<file path="src/rtl/router_pkg.sv">
// Shared constants for the 1x3 router datapath: byte width, header field
// positions, packet counter width and default output buffer depth.
package router_pkg;

  localparam int BYTE_W       = 8;

  localparam int HDR_ADDR_LSB = 0;
  localparam int HDR_ADDR_MSB = 1;
  localparam int HDR_LEN_LSB  = 2;
  localparam int HDR_LEN_MSB  = 7;

  localparam int PKT_CNT_W    = 6;

  localparam int FIFO_DEPTH   = 16;

endpackage : router_pkg

</file>
<file path="src/rtl/router_fifo.sv">
// Per-destination output buffer of the 1x3 router. Stores {header tag, byte}
// words and replays them to the reader; a header-loaded byte counter frames
// each packet so data_out returns to 0 once a packet has fully drained.
module router_fifo
  import router_pkg::*;
#(
  parameter int DEPTH = FIFO_DEPTH,
  parameter int WIDTH = BYTE_W
) (
  input  logic                     clock,
  input  logic                     reset,
  input  logic                     soft_reset,
  input  logic                     write_enb,
  input  logic                     read_enb,
  input  logic                     lfd_state,
  input  logic [WIDTH-1:0]         data_in,
  output logic [WIDTH-1:0]         data_out,
  output logic                     full,
  output logic                     empty,
  output logic [$clog2(DEPTH):0]   level
);

  localparam int AW = $clog2(DEPTH);

  logic [WIDTH:0]         mem [DEPTH];
  logic [AW:0]            wr_ptr;
  logic [AW:0]            rd_ptr;
  logic [PKT_CNT_W-1:0]   pkt_cnt;
  logic [WIDTH:0]         rd_word;
  logic                   clr;
  logic                   wr_acc;
  logic                   rd_acc;

  // Flags come straight from the registered pointers; the extra MSB
  // distinguishes full from empty when the low bits match.
  assign empty   = (wr_ptr == rd_ptr);
  assign full    = (wr_ptr[AW] != rd_ptr[AW]) && (wr_ptr[AW-1:0] == rd_ptr[AW-1:0]);
  assign level   = wr_ptr - rd_ptr;

  assign clr     = reset | soft_reset;
  assign wr_acc  = write_enb & ~full;
  assign rd_acc  = read_enb & ~empty;
  assign rd_word = mem[rd_ptr[AW-1:0]];

  // Storage array; contents are left alone on reset, only pointers are cleared.
  always_ff @(posedge clock) begin
    if (wr_acc && !clr) begin
      mem[wr_ptr[AW-1:0]] <= {lfd_state, data_in};
    end
  end

  // Write and read pointers, wrapping naturally through 2*DEPTH.
  always_ff @(posedge clock) begin
    if (clr) begin
      wr_ptr <= '0;
      rd_ptr <= '0;
    end else begin
      if (wr_acc) wr_ptr <= wr_ptr + 1'b1;
      if (rd_acc) rd_ptr <= rd_ptr + 1'b1;
    end
  end

  // Packet framing counter and registered read data with idle-to-zero.
  always_ff @(posedge clock) begin
    if (clr) begin
      pkt_cnt  <= '0;
      data_out <= '0;
    end else if (rd_acc) begin
      data_out <= rd_word[WIDTH-1:0];
      if (rd_word[WIDTH]) begin
        // header: payload length plus the trailing parity byte
        pkt_cnt <= PKT_CNT_W'(rd_word[HDR_LEN_MSB:HDR_LEN_LSB]) + PKT_CNT_W'(1);
      end else if (pkt_cnt != '0) begin
        pkt_cnt <= pkt_cnt - PKT_CNT_W'(1);
      end
    end else if (pkt_cnt == '0) begin
      data_out <= '0;
    end
  end

endmodule : router_fifo

</file>
<file path="config.mk">
export PLATFORM = sky130hd
export DESIGN_NAME = router_fifo
export DESIGN_NICKNAME = d
export VERILOG_FILES = /design/src/rtl/router_pkg.sv /design/src/rtl/router_fifo.sv
export SDC_FILE = /design/constraint.sdc
export NUM_CORES = 1
export LEC_CHECK = 0
export CAP_MARGIN = 10
export CORE_UTILIZATION = 40
export DETAILED_ROUTE_END_ITERATION = 12
export PLACE_DENSITY = 0.66
export SETUP_SLACK_MARGIN = 0.3
export SYNTH_ARGS = -nofsm -noshare
export SYNTH_HDL_FRONTEND = slang
export SYNTH_SLANG_ARGS = --single-unit
</file>
<file path="constraint.sdc">
create_clock -name clock -period 4.2 [get_ports clock]
set_clock_uncertainty 0.2 [all_clocks]
set_input_delay 0.63 -clock clock [delete_from_list [all_inputs] [get_ports clock]]
set_output_delay 0.63 -clock clock [all_outputs]
set_load 0.02 [all_outputs]
</file>
## Word level (Yosys, flattened, before mapping)

Memory sizes are Yosys's and may differ from the RTL's. A register that Yosys moved wholly into a read port is not among the register bits.
Cells that the tools add are included.

| word-level totals | value |
|---|---|
| logic and storage cells | 34 |
| memory bits (writable) | 144 |
| bits of input ports | 14 |
| output and inout port bits | 15 |
| memories | 1 |
| bits in registers | 24 |

Memory list:

| memory | depth | bits a word | rd ports | clocked after memory_dff | write ports | line | RTL |
|---|---|---|---|---|---|---|---|
| mem | 16 | 9 | 1 | 1 | 1 | router_fifo.sv:25 | `logic [WIDTH:0] mem [DEPTH];` |

| cells by class | value |
|---|---|
| bitwise logic cells | 5 |
| add/sub/neg operators | 5 |
| equality and inequality tests | 3 |
| muxes and demuxes | 8 |
| reductions and logical operators | 8 |

Operators with widths:

| operator | number |
|---|---|
| $mux W8 | 2 |
| $mux W6 | 2 |
| $add A5 B1 Y5 const B | 2 |
| $mux W4 | 2 |
| $add A6 B1 Y6 const B | 1 |
| $logic_not A6 Y1 | 1 |
| $reduce_bool A6 Y1 | 1 |
| $sub A6 B1 Y6 const B | 1 |
| $eq A5 B5 Y1 | 1 |
| $sub A5 B5 Y5 | 1 |
| $eq A4 B4 Y1 | 1 |
| $reduce_bool A2 Y1 | 2 |
| $and A1 B1 Y1 | 2 |
| $logic_and A1 B1 Y1 | 2 |
| $mux W1 | 2 |
| $not A1 Y1 | 2 |
| $reduce_and A2 Y1 | 1 |
| $logic_not A1 Y1 | 1 |
| $ne A1 B1 Y1 | 1 |
| $or A1 B1 Y1 | 1 |

## Logic depth before layout (Yosys ltp)

| logic depth | value |
|---|---|
| depth in word-level cells | 7 |
| depth in mapped cells | 10 |
| gate-level depth less buffers | 8 |

## Worst setup path after synthesis

OpenSTA, ideal clock, no wires.

| timing | value |
|---|---|
| kind | flip-flop to flip-flop |
| from | register wr_ptr[0] |
| to | memory mem[3][0] in the netlist's numbering (enable) |
| arrival time | 2424 ps |
| required time | 3613 ps |
| setup time | 387 ps |
| path slack | 1189 ps |
| period minus slack after synthesis | 3011 ps |
| cell stages (with the launch flop) | 9 |
| buffers on the path | 0 |
| cell sequence | dfxtp_1 > inv_1 > ha_1 > nand4_1 > nor2b_1 > nor2b_1 > nor2b_1 > nand2_1 > nor3_1 |

| on the way | value |
|---|---|
| longest elaborated chain between the ends | 7 |

RTL lines:

| element | line | RTL |
|---|---|---|
| from (decl) | router_fifo.sv:26 | `logic [AW:0] wr_ptr;` |
| from (signal assigned) | router_fifo.sv:58 | `if (wr_acc) wr_ptr <= wr_ptr + 1'b1;` |
| $eq A4 B4 Y1 | router_fifo.sv:37 | `assign full = (wr_ptr[AW] != rd_ptr[AW]) && (wr_ptr[AW-1:0] == rd_ptr[AW-1:0]);` |
| $logic_and A1 B1 Y1 | router_fifo.sv:37 |  |
| named net full | router_fifo.sv:18 | `output logic full,` |
| $not A1 Y1 | router_fifo.sv:41 | `assign wr_acc = write_enb & ~full;` |
| $and A1 B1 Y1 | router_fifo.sv:41 |  |
| $logic_and A1 B1 Y1 | router_fifo.sv:47 | `if (wr_acc && !clr) begin` |
| $mux W1 | router_fifo.sv:47 |  |
| $mux W1 (implied by the code) | router_fifo.sv:48 | `mem[wr_ptr[AW-1:0]] <= {lfd_state, data_in};` |
| to (decl) | router_fifo.sv:25 |  |

The timed path passes the listed nets, and every way through them passes these cells.

## Worst setup path after layout

| timing | value |
|---|---|
| from | register wr_ptr[0] |
| to | output level[4] |

| on the way | value |
|---|---|
| longest elaborated chain between the ends | 1 |

RTL lines:

| element | line | RTL |
|---|---|---|
| $sub A5 B5 Y5 | router_fifo.sv:38 | `assign level = wr_ptr - rd_ptr;` |
| to (decl) | router_fifo.sv:20 | `output logic [$clog2(DEPTH):0] level` |

Every way passes these cells.

==> results.sh <==
export IMPL_status="complete, no violations"
export IMPL_postRouteAntennaNets=0
export IMPL_drc_errors=0
export IMPL_ctsHtreeMaxLevel=4
export IMPL_drive_above_1_share=0.177
export IMPL_holdBufCountCts=0
export IMPL_wl_per_cell_um=21.2
export IMPL_globalplace_congestion=0.843
export IMPL_die_h_um=135
export IMPL_seqCellArea_um2=4890
export IMPL_critPathCaptureType="output port"
export IMPL_synth_top_area_frac=0.614
export IMPL_yosysMostFrequentCell="edfxtp_1"
export IMPL_yosys_warnings=0
export IMPL_synthCells=416
export IMPL_final_setup_tns_ns=0
export IMPL_portBuffers=28
export IMPL_synth_area_leaders="edfxtp_1 (61%), mux4_2 (11%), dfxtp_1 (8.0%)"
export IMPL_powerDensity_nw_per_um2=443
export IMPL_synth_area_um2=7050
export IMPL_final_util=0.478
export IMPL_via_per_inst=5.49
export IMPL_initial_core_util=0.409
export IMPL_wirelength_met1_um=6560
export IMPL_start_kind="flip-flop"
export IMPL_synthTopCellsByCount="edfxtp_1 (144), mux4_2 (34), nor2_1 (29)"
export IMPL_ys_types=46
export IMPL_cts_resized=0
export IMPL_rows=48
export IMPL_n_fill_cell=1419
export IMPL_antenna_found_initial=0
export IMPL_criticalPathCategory="flip-flop to output port"
export IMPL_dr_pass1_iters=4
export IMPL_synth_top_area_cell="edfxtp_1"
export IMPL_multi_input_area_um2=1990
export IMPL_rsz0062_at_grt="no"
export IMPL_die_area_um2=18200
export IMPL_hold_class="flip-flop to flip-flop"
export IMPL_grtUsageTotal=0.176
export IMPL_p_leak_nw=2.61
export IMPL_worstPathRequired_ns=3.37
export IMPL_numCtsBuffers=17
export IMPL_coreArea_um2=17200
export IMPL_critPathMaxFanout=5
export IMPL_crit_arrival_ns=2.64
export IMPL_wl_um=14700
export IMPL_finalCritPeriodShare=0.825
export IMPL_max_freq_mhz=289
export IMPL_ir_drop_mv=0.373
export IMPL_post_cts_setup_buffer_count=0
export IMPL_slew_violations=0
export IMPL_antenna_cells=0
export IMPL_hpwl_um=9940
export IMPL_synth_seq_area_share=0.693
export IMPL_nNetsFinal=483
export IMPL_grt_pass1_wl_um=22700
export IMPL_ys_flop_type="edfxtp_1"
export IMPL_globalRouteOverflowTotal=0
export IMPL_num_io_pins=29
export IMPL_ys_ff_latch=172
export IMPL_clockBufferDepth=2
export IMPL_syn_nets=443
export IMPL_grt_pass1_vias=3802
export IMPL_synth_edf_count=144
export IMPL_period_needed_ns=3.47
export IMPL_cts_tree="done"
export IMPL_tightest_slew_ns=0.884
export IMPL_insertion_delay_ns=0.43
export IMPL_syn_to_final_growth_pct=16.9
export IMPL_clk_pin_slew_ns=0.07
export IMPL_dr_first_iter_drc_count=282
export IMPL_wl_met2_um=6890
export IMPL_maxUsedRoutingLayer="met4"
export IMPL_maxCapViolCount=0
export IMPL_slew_headroom=0.409
export IMPL_die_x_um=135
export IMPL_grt_start_max_net_pins=28
export IMPL_synth_area_per_cell_um2=16.9
export IMPL_hold_violations=0
export IMPL_clockRootBuffer="clkbuf_16"
export IMPL_via_count=3812
export IMPL_wl_met3_um=968
export IMPL_clock_sinks=172
export IMPL_setup_viol=0
export IMPL_async_flop_share=0
-- logic make-up (layout without fill, tap and decap cells) --
kind of cell	after synthesis	count (layout)	share of synthesized area
xor+xnor	13	13	0.0162
flops	172	172	0.693
fa+ha+maj	13	13	0.0241
mux	41	41	0.132
buf+inv	36	89	0.0249
compound gates	49	49	0.0458
simple gates	92	92	0.0634
-- report_power, final --
group | switching [mW] | internal, mW
sequential | 0.00530 | 1.85
clock | 0.708 | 0.960
combinational | 0.0758 | 0.0480
-- final timing paths --
kind | start | end | slack [ns] | cells past startpoint
max reg2reg | wr_ptr[2]$_SDFFE_PP0P_ | mem[13][5]$_DFFE_PP_ | 0.84 | 7
min | data_out[2]$_SDFFE_PP0P_ | data_out[2]$_SDFFE_PP0P_ | 0.28 | 2
min reg2reg | data_out[2]$_SDFFE_PP0P_ | data_out[2]$_SDFFE_PP0P_ | 0.28 | 2
max | wr_ptr[0]$_SDFFE_PP0P_ | level[4] | 0.73 | 8
-- flip-flops by register name, summed over array words and instances (netlist names), named ones only --
register and cells:
rd_ptr 5, wr_ptr 5, mem 144, pkt_cnt 6, data_out 8
-- worst max-delay path, cell delays in order, from the launching register on --
cell             delay (ns)
dfxtp_1                0.42
inv_1                  0.11
ha_1                   0.24
fa_1                   0.41
inv_1                  0.07
a21o_1                 0.10
a21oi_1                0.07
xor2_1                 0.14
clkdlybuf4s50_1        0.62
-- per-stage QoR --
step / setup WS [ns] / power (mW) / cell area, µm² / instances / hold WS (ns)
6_report: 0.734 / 3.65 / 8240 / 694 / 0.276
3_5_place_dp: 0.874 / 2.02 / 7600 / 662 / 0.268
4_1_cts: 0.702 / 3.67 / 8240 / 694 / 0.277
5_1_grt: 0.583 / 3.75 / 8240 / 694 / 0.298
3_3_place_gp: 0.918 / 2.02 / 7600 / 662 / 0.260
2_1_floorplan: 1.19 / 1.96 / 7050 / 416 / 0.259
-- metal layers --
layer  vias up  GRT usage
met4         0     0.0643
met3        23     0.0499
met5         -          0
met2       136      0.267
met1      1940      0.243
li1       1713          -
-- layout by cell type, fill, tap and decap left out, drive strengths merged, types with 10 or more instances in the layout --
cell             n
edfxtp         144
nor2            30
mux4            40
clkbuf          17
nand2           22
a21oi           14
buf             13
ha              12
clkdlybuf4s50   28
dfxtp           28
inv             22
o21ai           10
-- final cells by class --
| class | count | share of cell area |
|---|---|---|
| Sequential cell | 172 | 0.593 |
| Inverter | 16 | 0.00729 |
| Clock inverter | 15 | 0.0252 |
| Tap cell | 225 | 0.0342 |
| Clock buffer | 17 | 0.0516 |
| Multi-Input combinational cell | 208 | 0.241 |
| Timing Repair Buffer | 41 | 0.0474 |
Power figures use the tool's default switching activity.
